==> src/rtl/lcd_pkg.sv <==
// Shared definitions for the 8080-style LCD writer: FSM encodings and default
// bus timing / opcode values.
package lcd_pkg;

  typedef enum logic [2:0] {
    ST_IDLE    = 3'd0,
    ST_REG_WR  = 3'd1,
    ST_FRM_CMD = 3'd2,
    ST_STREAM  = 3'd3,
    ST_PIX_WR  = 3'd4,
    ST_DONE    = 3'd5
  } lcd_state_e;

  localparam int unsigned WR_LOW_DEF    = 32'd2;
  localparam int unsigned WR_HIGH_DEF   = 32'd2;
  localparam logic [15:0] MEMWR_CMD_DEF = 16'h002C;

endpackage

==> src/rtl/lcd_wr_strobe.sv <==
// Timing engine for one bus write: latches rs/data on go, drives wr_n low for
// WR_LOW cycles then high for WR_HIGH cycles, pulses done in the final cycle.
module lcd_wr_strobe
  import lcd_pkg::*;
#(
  parameter int unsigned WR_LOW  = WR_LOW_DEF,
  parameter int unsigned WR_HIGH = WR_HIGH_DEF
) (
  input  logic        clk,
  input  logic        reset,
  input  logic        go,
  input  logic        rs_in,
  input  logic [15:0] data_in,
  output logic        wr_n,
  output logic        rs_out,
  output logic [15:0] data_out,
  output logic        done
);

  localparam int unsigned TOTAL = WR_LOW + WR_HIGH;
  localparam int unsigned CW    = $clog2(TOTAL);
  localparam logic [CW-1:0] CNT_LOAD = CW'(TOTAL - 32'd1);
  localparam logic [CW-1:0] CNT_HIGH = CW'(WR_HIGH);
  localparam logic [CW-1:0] CNT_ONE  = CW'(32'd1);
  localparam logic [CW-1:0] CNT_ZERO = CW'(32'd0);

  logic [CW-1:0] cnt_q, cnt_d;
  logic          active_q, active_d;
  logic          wr_n_q, wr_n_d;
  logic          rs_q, rs_d;
  logic [15:0]   data_q, data_d;

  // Down-counter spans both phases; wr_n is low while the count is in the upper part
  always_comb begin
    cnt_d    = cnt_q;
    active_d = active_q;
    rs_d     = rs_q;
    data_d   = data_q;
    if (go) begin
      active_d = 1'b1;
      cnt_d    = CNT_LOAD;
      rs_d     = rs_in;
      data_d   = data_in;
    end else if (active_q) begin
      if (cnt_q == CNT_ZERO) begin
        active_d = 1'b0;
      end else begin
        cnt_d = cnt_q - CNT_ONE;
      end
    end else begin
      active_d = 1'b0;
    end
    wr_n_d = ~(active_d && (cnt_d >= CNT_HIGH));
  end

  // Strobe registers; reset abandons any write in progress
  always_ff @(posedge clk) begin
    if (reset) begin
      cnt_q    <= CNT_ZERO;
      active_q <= 1'b0;
      wr_n_q   <= 1'b1;
      rs_q     <= 1'b0;
      data_q   <= 16'h0000;
    end else begin
      cnt_q    <= cnt_d;
      active_q <= active_d;
      wr_n_q   <= wr_n_d;
      rs_q     <= rs_d;
      data_q   <= data_d;
    end
  end

  assign wr_n     = wr_n_q;
  assign rs_out   = rs_q;
  assign data_out = data_q;
  assign done     = active_q && (cnt_q == CNT_ZERO);

endmodule

==> src/rtl/lcd_8080_writer.sv <==
// Turns the DMA pixel stream and single CPU writes into 8080-style LCD bus
// write cycles; each frame is prefixed by the memory-write opcode.
module lcd_8080_writer
  import lcd_pkg::*;
#(
  parameter int unsigned WR_LOW    = WR_LOW_DEF,
  parameter int unsigned WR_HIGH   = WR_HIGH_DEF,
  parameter logic [15:0] MEMWR_CMD = MEMWR_CMD_DEF
) (
  input  logic        clk,
  input  logic        reset,
  input  logic        reg_valid,
  output logic        reg_ready,
  input  logic        reg_rs,
  input  logic [15:0] reg_data,
  input  logic        frame_start,
  output logic        busy,
  output logic        frame_done,
  output logic [31:0] pix_count,
  input  logic        valid_dev,
  output logic        ready_dev,
  input  logic        last_dev,
  input  logic [15:0] data_dev,
  output logic        lcd_cs_n,
  output logic        lcd_rs,
  output logic        lcd_wr_n,
  output logic        lcd_rd_n,
  output logic [15:0] lcd_data
);

  lcd_state_e  state_q, state_d;
  logic        last_pend_q, last_pend_d;
  logic [31:0] pix_count_q, pix_count_d;
  logic        cs_n_q, cs_n_d;
  logic        frame_done_q, frame_done_d;

  logic        wr_go;
  logic        wr_rs;
  logic [15:0] wr_data;
  logic        wr_done;
  logic        ready_dev_raw;
  logic        reg_ready_raw;

  lcd_wr_strobe #(
    .WR_LOW  (WR_LOW),
    .WR_HIGH (WR_HIGH)
  ) u_strobe (
    .clk      (clk),
    .reset    (reset),
    .go       (wr_go),
    .rs_in    (wr_rs),
    .data_in  (wr_data),
    .wr_n     (lcd_wr_n),
    .rs_out   (lcd_rs),
    .data_out (lcd_data),
    .done     (wr_done)
  );

  // Next-state, write launch and handshake decode
  always_comb begin
    state_d       = state_q;
    last_pend_d   = last_pend_q;
    pix_count_d   = pix_count_q;
    wr_go         = 1'b0;
    wr_rs         = 1'b0;
    wr_data       = 16'h0000;
    ready_dev_raw = 1'b0;
    reg_ready_raw = 1'b0;
    case (state_q)
      ST_IDLE: begin
        reg_ready_raw = ~frame_start;
        if (frame_start) begin
          state_d     = ST_FRM_CMD;
          pix_count_d = 32'd0;
          last_pend_d = 1'b0;
          wr_go       = 1'b1;
          wr_rs       = 1'b0;
          wr_data     = MEMWR_CMD;
        end else if (reg_valid) begin
          state_d = ST_REG_WR;
          wr_go   = 1'b1;
          wr_rs   = reg_rs;
          wr_data = reg_data;
        end else begin
          state_d = ST_IDLE;
        end
      end
      ST_REG_WR: begin
        if (wr_done) state_d = ST_IDLE;
        else         state_d = ST_REG_WR;
      end
      ST_FRM_CMD: begin
        if (wr_done) state_d = ST_STREAM;
        else         state_d = ST_FRM_CMD;
      end
      ST_STREAM: begin
        ready_dev_raw = ~last_dev;
        if (last_dev) begin
          state_d = ST_DONE;
        end else if (valid_dev) begin
          state_d     = ST_PIX_WR;
          pix_count_d = pix_count_q + 32'd1;
          wr_go       = 1'b1;
          wr_rs       = 1'b1;
          wr_data     = data_dev;
        end else begin
          state_d = ST_STREAM;
        end
      end
      ST_PIX_WR: begin
        // last_dev may arrive mid-write; remember it so the write finishes first
        if (last_dev) last_pend_d = 1'b1;
        else          last_pend_d = last_pend_q;
        if (wr_done) begin
          if (last_pend_q || last_dev) state_d = ST_DONE;
          else                         state_d = ST_STREAM;
        end else begin
          state_d = ST_PIX_WR;
        end
      end
      ST_DONE: begin
        last_pend_d = 1'b0;
        state_d     = ST_IDLE;
      end
      default: begin
        state_d = ST_IDLE;
      end
    endcase
    cs_n_d       = ~(state_d inside {ST_REG_WR, ST_FRM_CMD, ST_STREAM, ST_PIX_WR});
    frame_done_d = (state_d == ST_DONE);
  end

  // State, frame bookkeeping and registered bus controls
  always_ff @(posedge clk) begin
    if (reset) begin
      state_q      <= ST_IDLE;
      last_pend_q  <= 1'b0;
      pix_count_q  <= 32'd0;
      cs_n_q       <= 1'b1;
      frame_done_q <= 1'b0;
    end else begin
      state_q      <= state_d;
      last_pend_q  <= last_pend_d;
      pix_count_q  <= pix_count_d;
      cs_n_q       <= cs_n_d;
      frame_done_q <= frame_done_d;
    end
  end

  assign ready_dev  = ready_dev_raw & ~reset;
  assign reg_ready  = reg_ready_raw & ~reset;
  assign busy       = (state_q != ST_IDLE);
  assign frame_done = frame_done_q;
  assign pix_count  = pix_count_q;
  assign lcd_cs_n   = cs_n_q;
  assign lcd_rd_n   = 1'b1;

endmodule

==> config.mk <==
export PLATFORM = sky130hd
export DESIGN_NAME = lcd_8080_writer
export DESIGN_NICKNAME = d
export VERILOG_FILES = /design/src/rtl/lcd_pkg.sv /design/src/rtl/lcd_wr_strobe.sv /design/src/rtl/lcd_8080_writer.sv
export SDC_FILE = /design/constraint.sdc
export NUM_CORES = 1
export LEC_CHECK = 0
export ABC_AREA = 1
export ABC_CLOCK_PERIOD_IN_PS = 2500
export BUFFER_PORTS_ARGS = -buffer_cell sky130_fd_sc_hd__buf_2
export CORE_ASPECT_RATIO = 1.2
export CORE_MARGIN = 3
export CORE_UTILIZATION = 40
export CTS_BUF_LIST = sky130_fd_sc_hd__clkbuf_8
export DETAILED_ROUTE_END_ITERATION = 16
export RECOVER_POWER = 50
export SLEW_MARGIN = 20
export SYNTH_ARGS = -nofsm -noshare
export SYNTH_HDL_FRONTEND = slang
export SYNTH_SLANG_ARGS = --single-unit
==> constraint.sdc <==
create_clock -name clk -period 2.5 [get_ports clk]
set_input_delay 0.75 -clock clk [delete_from_list [all_inputs] [get_ports clk]]
set_output_delay 0.75 -clock clk [all_outputs]
set_load 0.05 [all_outputs]
==> metrics <==
Mapped Area 3120 um^2; Crit path top cell by count nor2_1; Synth Flop Type dfxtp_1; CP Class reg -> out; Psw 0.000826 W; worst-path fanout max 4; most frequent cell after synthesis nand2_1; vias in the first global route between 2000 and 3000; relative slew slack roughly 46%; Vias 3179; DR iter-0 viols 137; Final Slew Violations 0; Detailed Place HPWL 5.93 mm; # hold bufs at CTS 0; initial antenna violation count 0; # DRC 0; Pwr per Cell Area 637 nW/um^2; Final #Nets 612; top area cells in the synthesized netlist dfxtp_1 (38%), nand2_1 (16%), nor2_1 (9.3%); Distinct cells, synth 36; port bufs 93; antenna cells 0; Yosys top cell area share between 30% and 40%; global-route wire length before repair 13.1 mm; worst setup path startpoint state_q[1]; Syn Nets 515; worst hold path class reg -> reg; RSZ-0062 raised after global routing no; min-delay src last_pend_q; clock slew at reported path FFs 0.07 ns; MaxCap Viol Count 0; Sw Ratio 34.3%; startpoint types flip-flop; Gates resized, CTS repair 0; RR Endpoint pix_count[3]; Congestion Overflow GR 0; worst skew pair latency 0.34 ns; Worst path max stage delay 0.34 ns; Final ANT Viol Nets 0; period utilization 90.2%; Die Ht 103 um; Hold Violations, Final 0; Seq/Total Area, Yosys a little under two fifths; # Post-CTS Setup Buffers 0; GP Congestion 0.891; core area 7400 um^2; Hold Crit Endpoint last_pend_q; r2r setup slk roughly 0.36 ns; fmax 444 MHz; cts bufs inserted 9; fraction of registers with async set/reset 0%; Seq pwr share 42.5%; hold path cells 2; depth of the CTS H-tree 3; Post-Syn Instances 475; status finished, final reports clean; Slew @ Worst Pin roughly 0.81 ns; crit path time final 2.25 ns; Post-Route WL 7.77 mm; combinational power share between 20% and 30%; # rows 34; Post-synth EDFFs 0; Pint ~0.0016 W; top post-synthesis cells by count nand2_1 (129), nor2_1 (77), inv_1 (62); yosys warns 0; Clock Skew 0.00640 ns; reg-to-reg startpoint state_q[1]; DR pass1 iterations 4; Sink Count 59; Ports 95; P&R area growth vs syn 21.1%; worst path buffer plus inverter count 1; DIE AREA 8900 um^2; Initial Util 42.2%; clock network power share 35.6%; Max VDD drop 433 uV; largest net degree at the start of global routing 28; crit-path leading delay family simple AND/OR/NAND/NOR gates; CTS tree built; fraction of layout cells with a size suffix above 1 17.0%; Yosys reg bits 59; worst hold slack 0.460 ns; total power 0.00241 W; crit-path cells nor2_1, nand3_1, nor2_1, buf_2; Root Buffer clkbuf_8; Critical-path top delay cell dfxtp_1; Synth area leader dfxtp_1; GRT Overall Usage 18.5%; synthesized area per cell between 6 and 7 um^2; critical path required time between 1.5 and 2 ns; Die X 86.6 um; Leak 1.73 nW; Via density between 4 and 5; Worst setup EP type primary output; CP arrival 1.50 ns; FF-to-FF path depth 9; maximum clock path buffer count 2; Final Setup Violations 0; DR WL/cell 11.6 um
## worst max-delay path by stage
stage                                 endpoint  slack, ns  cells past startpoint
final                                reg_ready       0.25                      4
after global placement               reg_ready       0.31                      5
after detailed placement             reg_ready       0.28                      5
after floorplan                      ready_dev      -0.06                      3
after CTS                            ready_dev       0.24                      6
after global routing      u_strobe.data_out[4]       0.13                      6
## cells by family after synthesis
group	count (synthesis)	share of synthesized area (%)
AO/OA/AOI/OAI	68	12.9
AND/OR/NAND/NOR	266	37.8
XOR/XNOR	1	0.281
other	1	0.120
adder cells (fa/ha/maj)	1	0.401
buffers and inverters	79	10.7
flip-flops	59	37.8
## layout make-up
| type | count | area, um^2 |
|---|---|---|
| clock buffers | 9 | 124 |
| clock inverters | 7 | 68.8 |
| fillers | 784 | 3620 |
| inverters | 66 | 248 |
| multi-input cells | 337 | 1590 |
| flip-flops and latches | 59 | 1180 |
| well taps | 90 | 113 |
| repair buffers | 99 | 460 |
## power by group through the flow
stage | Sequential [W] | Clock, W | Combinational (W)
floorplan | 0.00116 | 0 | 0.000321
global placement | 0.00104 | 0 | 0.000556
detailed placement | 0.00104 | 0 | 0.000556
CTS | 0.00102 | 0.000885 | 0.000557
global route | 0.00103 | 0.000925 | 0.000590
finish | 0.00102 | 0.000857 | 0.000528
## layer usage
metal	part of all wire [%]	vias to the layer above	GRT usage [%]
met5	0	-	0
li1	-	1703	-
met3	6.0	4	4.72
met1	47	1385	23.8
met4	0.51	0	6.47
met2	47	87	30.0
## registers in the layout (all words and copies together) (netlist names)
name               count
pix_count             32
u_strobe.data_out     16
state_q                3
u_strobe.cnt_q         2
frame_done             1
last_pend_q            1
lcd_cs_n               1
u_strobe.active_q      1
u_strobe.rs_out        1
u_strobe.wr_n          1
## cells in the final DEF, fill, tap and decap left out, drive strengths merged
cell type	synthesis	routed
a22oi	13	13
bufinv	0	1
or2	1	1
o21bai	7	7
nor3b	2	2
clkbuf	2	43
clkinvlp	0	2
conb	1	1
nand2	130	130
and3	1	1
nor4	1	1
dfxtp	59	59
ha	1	1
a21oi	33	33
xnor2	1	1
nor3	7	7
a31oi	1	1
nand3	25	25
clkinv	0	4
nor2	85	85
nand3b	1	1
buf	11	65
o21a	1	1
inv	66	66
o21ai	13	13
nand4	13	13
## metrics by stage
stage | instances | util, % | cell area (um^2) | worst slack, ns | TNS, ns
5_1_grt | 667 | 51.1 | 3780 | 0.125 | 0
6_report | 667 | 51.1 | 3780 | 0.245 | 0
4_1_cts | 667 | 52.0 | 3850 | 0.235 | 0
2_1_floorplan | 475 | - | 3120 | -0.0611 | -0.122
3_3_place_gp | 651 | 49.4 | 3660 | 0.311 | 0
3_5_place_dp | 651 | 49.4 | 3660 | 0.282 | 0
## worst min-delay path, stage by stage (launching register included)
cell	delay [ns]
dfxtp_1	0.30
inv_1	0.06
a21oi_1	0.06
(Power assumes the default switching activity.)
